--- src/rtl/pow2_scale_pkg.sv ---
// pow2_scale_pkg: shared types and helpers for pow2_scale_up.
//   state_t      - FSM state encoding (IDLE, SHIFT, DONE)
//   shamt_width  - width needed to hold a shift amount 0..max_shift
//   SAT_COUNT_W  - width of the optional saturation event counter
package pow2_scale_pkg;

   typedef enum logic [1:0] {
      IDLE,
      SHIFT,
      DONE
   } state_t;

   localparam int SAT_COUNT_W = 16;

   function automatic int shamt_width(input int max_shift);
      return $clog2(max_shift + 1);
   endfunction

endpackage

--- src/rtl/pow2_scale_up.sv ---
// pow2_scale_up: multiplies din by 2^shamt, one bit-shift per clock,
// saturating to all-ones if any 1 bit is shifted out of the MSB.
// Optional macro POW2_SCALE_SAT_COUNT_EN adds a saturation event counter.
// Ports:
//   clk, reset        - clock (rising edge), asynchronous active-high reset
//   in_valid/in_ready - input handshake; in_ready high only in IDLE
//   din, shamt        - value to scale, shift amount (clamped to MAX_SHIFT)
//   out_valid/out_ready - output handshake; out_valid high only in DONE
//   dout, sat         - scaled result (all-ones when saturated), saturate flag
//   sat_count         - (macro only) count of saturated results delivered
module pow2_scale_up
   import pow2_scale_pkg::*;
#(
   parameter int W         = 32,
   parameter int MAX_SHIFT = 3,
   parameter int SHAMT_W   = shamt_width(MAX_SHIFT)
) (
   input  logic               clk,
   input  logic               reset,
   input  logic               in_valid,
   output logic               in_ready,
   input  logic [W-1:0]       din,
   input  logic [SHAMT_W-1:0] shamt,
   output logic               out_valid,
   input  logic               out_ready,
   output logic [W-1:0]       dout,
   output logic               sat
`ifdef POW2_SCALE_SAT_COUNT_EN
   ,
   output logic [SAT_COUNT_W-1:0] sat_count
`endif
);

   localparam logic [SHAMT_W-1:0] MAX_CNT = SHAMT_W'(MAX_SHIFT);

   state_t             state;
   logic [W-1:0]       acc;
   logic [SHAMT_W-1:0] cnt;
   logic               satf;

   logic [SHAMT_W-1:0] shamt_c;
   logic [W-1:0]       acc_nxt;
   logic               sat_nxt;

   always_comb begin
      shamt_c = (shamt > MAX_CNT) ? MAX_CNT : shamt;
      acc_nxt = {acc[W-2:0], 1'b0};
      // sticky: any 1 leaving the MSB means the product does not fit
      sat_nxt = satf | acc[W-1];
   end

   // Handshake outputs decode directly from state, so no input-to-output path.
   assign in_ready  = (state == IDLE);
   assign out_valid = (state == DONE);

   always_ff @(posedge clk or posedge reset) begin
      if (reset) begin
         state <= IDLE;
         acc   <= '0;
         cnt   <= '0;
         satf  <= 1'b0;
         dout  <= '0;
         sat   <= 1'b0;
      end else begin
         case (state)
            IDLE: begin
               if (in_valid) begin
                  acc  <= din;
                  satf <= 1'b0;
                  cnt  <= shamt_c;
                  if (shamt_c != '0) begin
                     state <= SHIFT;
                  end else begin
                     dout  <= din;
                     sat   <= 1'b0;
                     state <= DONE;
                  end
               end
            end
            SHIFT: begin
               acc  <= acc_nxt;
               satf <= sat_nxt;
               cnt  <= cnt - 1'b1;
               // result registers are loaded on the final shift so DONE
               // presents them without an extra cycle
               if (cnt == SHAMT_W'(1)) begin
                  dout  <= sat_nxt ? '1 : acc_nxt;
                  sat   <= sat_nxt;
                  state <= DONE;
               end
            end
            DONE: begin
               if (out_ready) state <= IDLE;
            end
            default: state <= IDLE;
         endcase
      end
   end

`ifdef POW2_SCALE_SAT_COUNT_EN
   always_ff @(posedge clk or posedge reset) begin
      if (reset) begin
         sat_count <= '0;
      end else if ((state == DONE) && out_ready && sat && (sat_count != '1)) begin
         sat_count <= sat_count + 1'b1;
      end
   end
`else
   // no saturation counter in this build
`endif

endmodule

--- config.mk ---
export PLATFORM = sky130hd
export DESIGN_NAME = pow2_scale_up
export DESIGN_NICKNAME = d
export VERILOG_FILES = /design/src/rtl/pow2_scale_pkg.sv /design/src/rtl/pow2_scale_up.sv
export SDC_FILE = /design/constraint.sdc
export NUM_CORES = 1
export LEC_CHECK = 0
export CORE_MARGIN = 8
export CORE_UTILIZATION = 55
export CTS_BUF_LIST = sky130_fd_sc_hd__clkbuf_8
export CTS_CLUSTER_SIZE = 30
export DETAILED_ROUTE_END_ITERATION = 6
export GPL_TIMING_DRIVEN = 0
export MAX_ROUTING_LAYER = met4
export PLACE_DENSITY = 0.95
export SLEW_MARGIN = 20
export SYNTH_ARGS = -nofsm -noshare
export SYNTH_HDL_FRONTEND = slang
export SYNTH_SLANG_ARGS = --single-unit
--- constraint.sdc ---
create_clock -name clk -period 3.78 [get_ports clk]
set_input_delay 0.945 -clock clk [delete_from_list [all_inputs] [get_ports clk]]
set_output_delay 0.945 -clock clk [all_outputs]
set_load 0.01 [all_outputs]
==> impl_metrics.toml <==
[outcome]
outcome = "finished clean"

[cts]
cts-buffers-inserted = 9
clock_latency_ps = 340
cts_resized = 0
path_clk_slew_ps = 60
post-cts-setup-buffer-count = 0
cts.path.max_buffers = 2
htree_levels = 3
cts_tree = "built"
cts_root_buf = "clkbuf_8"
cts_sinks = 70
cts_hold_buffers = 0

[floorplanning]
dieArea_sq_um = 7970
die_h_microns = 89.3
die-width_microns = 89.3
io_pins = 73
core_sq_um = 5140
start_util = 0.575
std_cell_rows = 26

[final_layout]
area_growth_pct = 33.8
final_layout_size_suffix_gt1_frac = 0.0759
antenna_cells = 0
fin_cells = 439
fin_nets = 404

[yosys]
ys_ff_latch = 70
synthAdderAreaFrac = 0.00424
yosysSeqAreaShare = 0.593
synthSimpleGateAreaFrac = 0.101
yosys-top-cells-area = "dfrtp_1 59%, mux2i_1 11%, a31oi_1 6.8%"
synth_cells = 281
synth_xor_xnor_area_share = 0
syn_avg_cell_area_sq_um = 10.5
yosysTopAreaCell = "dfrtp_1"
netlist.area_leader.share = 0.593
synth_warnings = 0
synth.area.mux_share = 0.116
syn_nets = 320
synth_cell_types = 20
synth_top_family_by_area = "compound AO/OA/AOI/OAI gates"
synth_area_sq_um = 2950
synth_compound_area_frac = 0.140

[placed_design]
dpl.hpwl_microns = 5830
post-place-cells = 424
gp_congestion = 0.799
pre_cts_slack_ps = 936
io_buffer_count = 72

[critical_path]
cp_num_buf_inv = 2
critPathRequiredTime_ps = 2830
critical_path.cell_chain = "buf_6 -> nor2b_1 -> clkdlybuf4s50_1"
criticalPathCategory = "flop to primary output"
r2r_setup_slack_ps = 1760
critPathCaptureType = "primary output"
cp_slowest_cell = "clkdlybuf4s50_1"
critPathMaxFanout = 8
arrival_ps = 1600
slowest_delay_ps = 580
critical_path.top_delay_family = "buffers and inverters"
worstSetupStartpointType = "flop"

[power]
p_leak_nw = 1.77
pwr_density_cell_nw_per_um2 = 865
irDropWorstVdd_v = 0.000541
power.total_mw = 3.42

[timing]
maxSlewViolCount = 0
worstMarginPinSlew_ps = 528
max_slew_margin = 0.648
hold_violations = 0
worst_slack_ps = 1240
min_period_ps = 2540
setup_viol = 0
max_freq_ghz = 0.394
fin_crit_sh = 0.672
clock_skew_ps = 6.49
tns_ps = 0
hold-worst-slack_ps = 480
rsz0062_at_grt = "false"

[drt]
avgRoutedWirePerCell_microns = 18.4
firstDrtPassIters = 6
drt_iter0_drc = 162
wl_microns = 8070
via_count = 2538
drc = 0
ant_nets = 0
viasPerCell = 5.78

[global_route]
grt_pass1_wl_microns = 13000
grt_use_total = 0.223
grt_max_degree = 42
antenna_found_initial = 0
grt_pass1_vias = 2664
grt-ovfl-total = 0

[run]
maxCapViolations = 0

[worst_hold_path]
worstHoldPathType = "flop to flop"
worst min-delay path: stages, from the launching register on:
cell,delay (ps)
dfrtp_1,340
nand2_1,40
o21ai_0,60
final cells by class:
type                    count  area, sq um
clock buffers              11          151
repair buffers             73          741
multi-input cells         184         1070
well taps                  70         87.6
inverters                   5         21.3
fillers                   370         1190
plain buffers              22          116
flip-flops and latches     70         1750
clock inverters             4         16.3
flip-flops by register name, summed over array words and instances (netlist names):
name   count
satf       1
state      2
cnt        2
sat        1
dout      32
acc       32
worst paths after layout:
kind,start,end,depth (start not counted)
max in group asynchronous,reset,dout[25],3
setup reg to reg,state[0],sat,6
min in group asynchronous,reset,dout[9],2
setup / recovery,state[0],out_valid,3
hold / removal,acc[15],acc[15],2
hold reg to reg,acc[15],acc[15],2
where the power goes:
group / total (mW) / switching [mW] / internal [mW] / leakage (nW)
Clock: 0.524 / 0.261 / 0.262 / 0.0990
Sequential: 1.31 / 0.205 / 1.11 / 0.806
Combinational: 1.58 / 0.858 / 0.723 / 0.865
cells by family after synthesis:
logic type	after synthesis
simple gates	76
compound gates	73
flops	70
mux	34
buf+inv	27
fa+ha+maj	1
metal layers:
metal,share of wire,up-vias,track usage
li1,-,1135,-
met1,0.39,1264,0.247
met2,0.51,116,0.374
met3,0.080,23,0.0579
met4,0.022,0,0.0891
met5,0,-,-
layout by cell type (no fill, tap or decap), drive strengths merged:
master,n
a21o,1
o21ai,36
nand2b,1
nor2b,2
nand2,37
a21oi,3
inv,8
o21bai,1
buf,13
nor2,35
dfrtp,70
clkinv,1
a31oi,32
clkdlybuf4s50,72
mux2,1
ha,1
or4b,1
mux2i,33
clkbuf,21
stage by stage:
step,utilization,instance area [sq um]
final,0.769,3950
after global routing,0.769,3950
after CTS,0.769,3950
after detailed placement,0.736,3780
after global placement,0.732,3760
after floorplan,-,2950
Yosys cell counts:
library cell,instances
o21ai_0,35
a21o_1,1
a21oi_1,2
nor2_1,35
a21oi_2,1
ha_1,1
clkbuf_1,10
o21ai_1,1
nand2_1,37
buf_6,3
mux2_2,1
mux2i_1,33
inv_1,5
o21bai_1,1
nand2b_1,1
or4b_1,1
buf_2,9
dfrtp_1,70
nor2b_1,2
a31oi_1,32
Note: power is estimated with default switching activity, not from simulation.
==> patch, RTL diff (same flow settings) <==
`W`: 32 -> 48.
--- a/src/rtl/pow2_scale_up.sv
+++ b/src/rtl/pow2_scale_up.sv
@@ -11,7 +11,7 @@
 module pow2_scale_up
    import pow2_scale_pkg::*;
 #(
-   parameter int W         = 32,
+   parameter int W         = 48,
    parameter int MAX_SHIFT = 3,
    parameter int SHAMT_W   = shamt_width(MAX_SHIFT)
 ) (
Interface: changed (resized din and dout); port bits go from 73 to 105. The function was not compared with the original's and may differ.
==> patch against the unedited design <==
- sequential cell count up 32
- first-iteration DRC count up 36%
- total power up 45%
- worst hold slack better by 0.0097 ns
- global-route usage down 0.16 points
- wire length up 44%
- cell count up 44%
- synthesized area up 46%
- design area up 45%
- setup slack worse by 0.072 ns
- via count up 42%
- combinational power up 46%
- critical endpoint is now dout[3]$_DFFE_PP0P_
==> patch: results (changes against the unedited design) <==
[worst_setup_path]
rrSetupSlack_ns=1.76  ; about the same
cp.arrival_ns=2.83  ; +1.23 ns
rr_worst_depth=6  ; unchanged
cp_max_fo=10  ; +2
r2r-start=state[0]$_DFFE_PP0P_
setup.worst_path.start=shamt[0]
cpPeakStageDelay_ns=0.57
crit_path_end=dout[3]$_DFFE_PP0P_
crit_slowest_cell=or4b_4

[placement]
io_buffers=104  ; +44%
dpl-instance-area_mm2=0.00551  ; +46%
post-place-ws_ns=0.821  ; -0.114 ns
place_hpwl_um=8350  ; +43%
gp_congestion=0.814  ; +2.0%

[power_and_ir_drop]
p_leak_nw=2.57  ; +45%
powerDensity_mw_per_mm2=864  ; about the same
ir_drop_v=0.000462  ; -15%

[cells_and_area]
n_antenna_cell=0  ; unchanged
nets=579  ; +43%
drive_gt1_share_pct=6.99  ; -0.59 points
nFillCells=512  ; +38%
reg_top3=acc (48), dout (48)

[synth]
ys_seq_area_share_pct=59.3  ; about the same
synth_compound_area_share_pct=14.0  ; about the same
syn_nets=463  ; +45%
synthMuxAreaShare_pct=11.6  ; +0.084 points
async_reset_ff_share_pct=100  ; unchanged
synth_xor_area_share_pct=0  ; unchanged
synthDistinctLibCells=21  ; +5.0%
synthAdderAreaFrac_pct=0.290  ; -0.13 points
synth_common_cells=102 x dfrtp_1, 54 x nand2_1, 52 x o21ai_0
synth_area_leaders=dfrtp_1 59%, mux2i_1 11%, a31oi_1 7.0%
ys.flop_type=dfrtp_1

[grt]
grt_pass1_vias=3829  ; +44%
grt_pass1_wl_um=19200  ; +48%
grt_start_max_net_pins=53  ; +26%
grt-ovfl-total=0  ; unchanged
grt_usage_pct=22.1  ; -0.16 points

[routing]
maxUsedRoutingLayer=met4
vias=3595  ; +42%
first_iter_violations=221  ; +36%
routed-wl-met2_um=5660  ; +39%
wl_per_cell_um=18.4  ; +0.20%
wirelength_met1_um=5000  ; +58%
met3_length_um=616  ; -4.0%
drt_first_pass_iters=5  ; -1

[cts]
cts_buffers=9  ; unchanged
cts.repair.resized=0  ; unchanged
clk_path_buf_depth=2  ; unchanged
worstSkewPairLatency_ns=0.36  ; +0.02 ns
post_cts_buffers=0  ; unchanged
cts.htree.levels=3  ; unchanged
cts.reportedPaths.clkPinSlew_ns=0.09  ; +0.03 ns

[sta]
fmaxAchievable_mhz=383  ; -2.8%
maxSlewHeadroom_pct=65.2  ; +0.36 points
finClkSkew_ns=0.0127  ; +0.00618 ns

[run_status]
outcome=finished, final reports clean

## patch: worst max-delay path: cells and delay by family
family | cells | cell delay (ns)
and+or+nand+nor | 1 | 0.57
buffers and inverters | 3 | 0.94
AOI/OAI and AO/OA | 2 | 0.37
## patch: metrics by stage
| stage | std cells | hold WS, ns |
|---|---|---|
| after floorplan | 408 | 0.446 |
| after global placement | 614 | 0.460 |
| after detailed placement | 615 | 0.470 |
| after CTS | 631 | 0.490 |
| after global routing | 631 | 0.520 |
| final | 631 | 0.489 |
## patch: kinds of logic after synthesis
family	after synthesis
AO/OA/AOI/OAI	106
adder cells (fa/ha/maj)	1
buffers and inverters	39
flip-flops	102
multiplexers	50
AND/OR/NAND/NOR	110
## patch: area by class of cell
type | count | share of cell area (%)
clock buffers | 10 | 2.40
multi-input cells | 267 | 27.1
plain buffers | 34 | 3.19
well taps | 102 | 2.23
repair buffers | 105 | 18.6
clock inverters | 6 | 1.51
inverters | 5 | 0.415
flip-flops and latches | 102 | 44.5
## patch: report_power, final
group | switching [mW] | internal [mW] | leakage, nW | total [mW]
sequential | 0.281 | 1.61 | 1.17 | 1.89
combinational | 1.26 | 1.06 | 1.28 | 2.31
clock | 0.362 | 0.390 | 0.118 | 0.752
## patch: per-layer routing
metal | up-vias | track usage, %
met5 | - | -
met1 | 1781 | 27.3
met3 | 26 | 5.58
met4 | 0 | 8.17
met2 | 137 | 34.4
li1 | 1651 | -
## patch: how the worst min path moves through the flow
stage,start,endpoint,slack [ns],cells past startpoint
floorplan,cnt[0]$_DFFE_PP0P_,cnt[0]$_DFFE_PP0P_,0.45,1
global placement,cnt[0]$_DFFE_PP0P_,cnt[0]$_DFFE_PP0P_,0.46,1
detailed placement,acc[7]$_DFFE_PP0P_,acc[7]$_DFFE_PP0P_,0.47,2
CTS,cnt[0]$_DFFE_PP0P_,cnt[0]$_DFFE_PP0P_,0.49,1
global route,acc[8]$_DFFE_PP0P_,acc[8]$_DFFE_PP0P_,0.52,2
finish,acc[34]$_DFFE_PP0P_,acc[34]$_DFFE_PP0P_,0.49,2
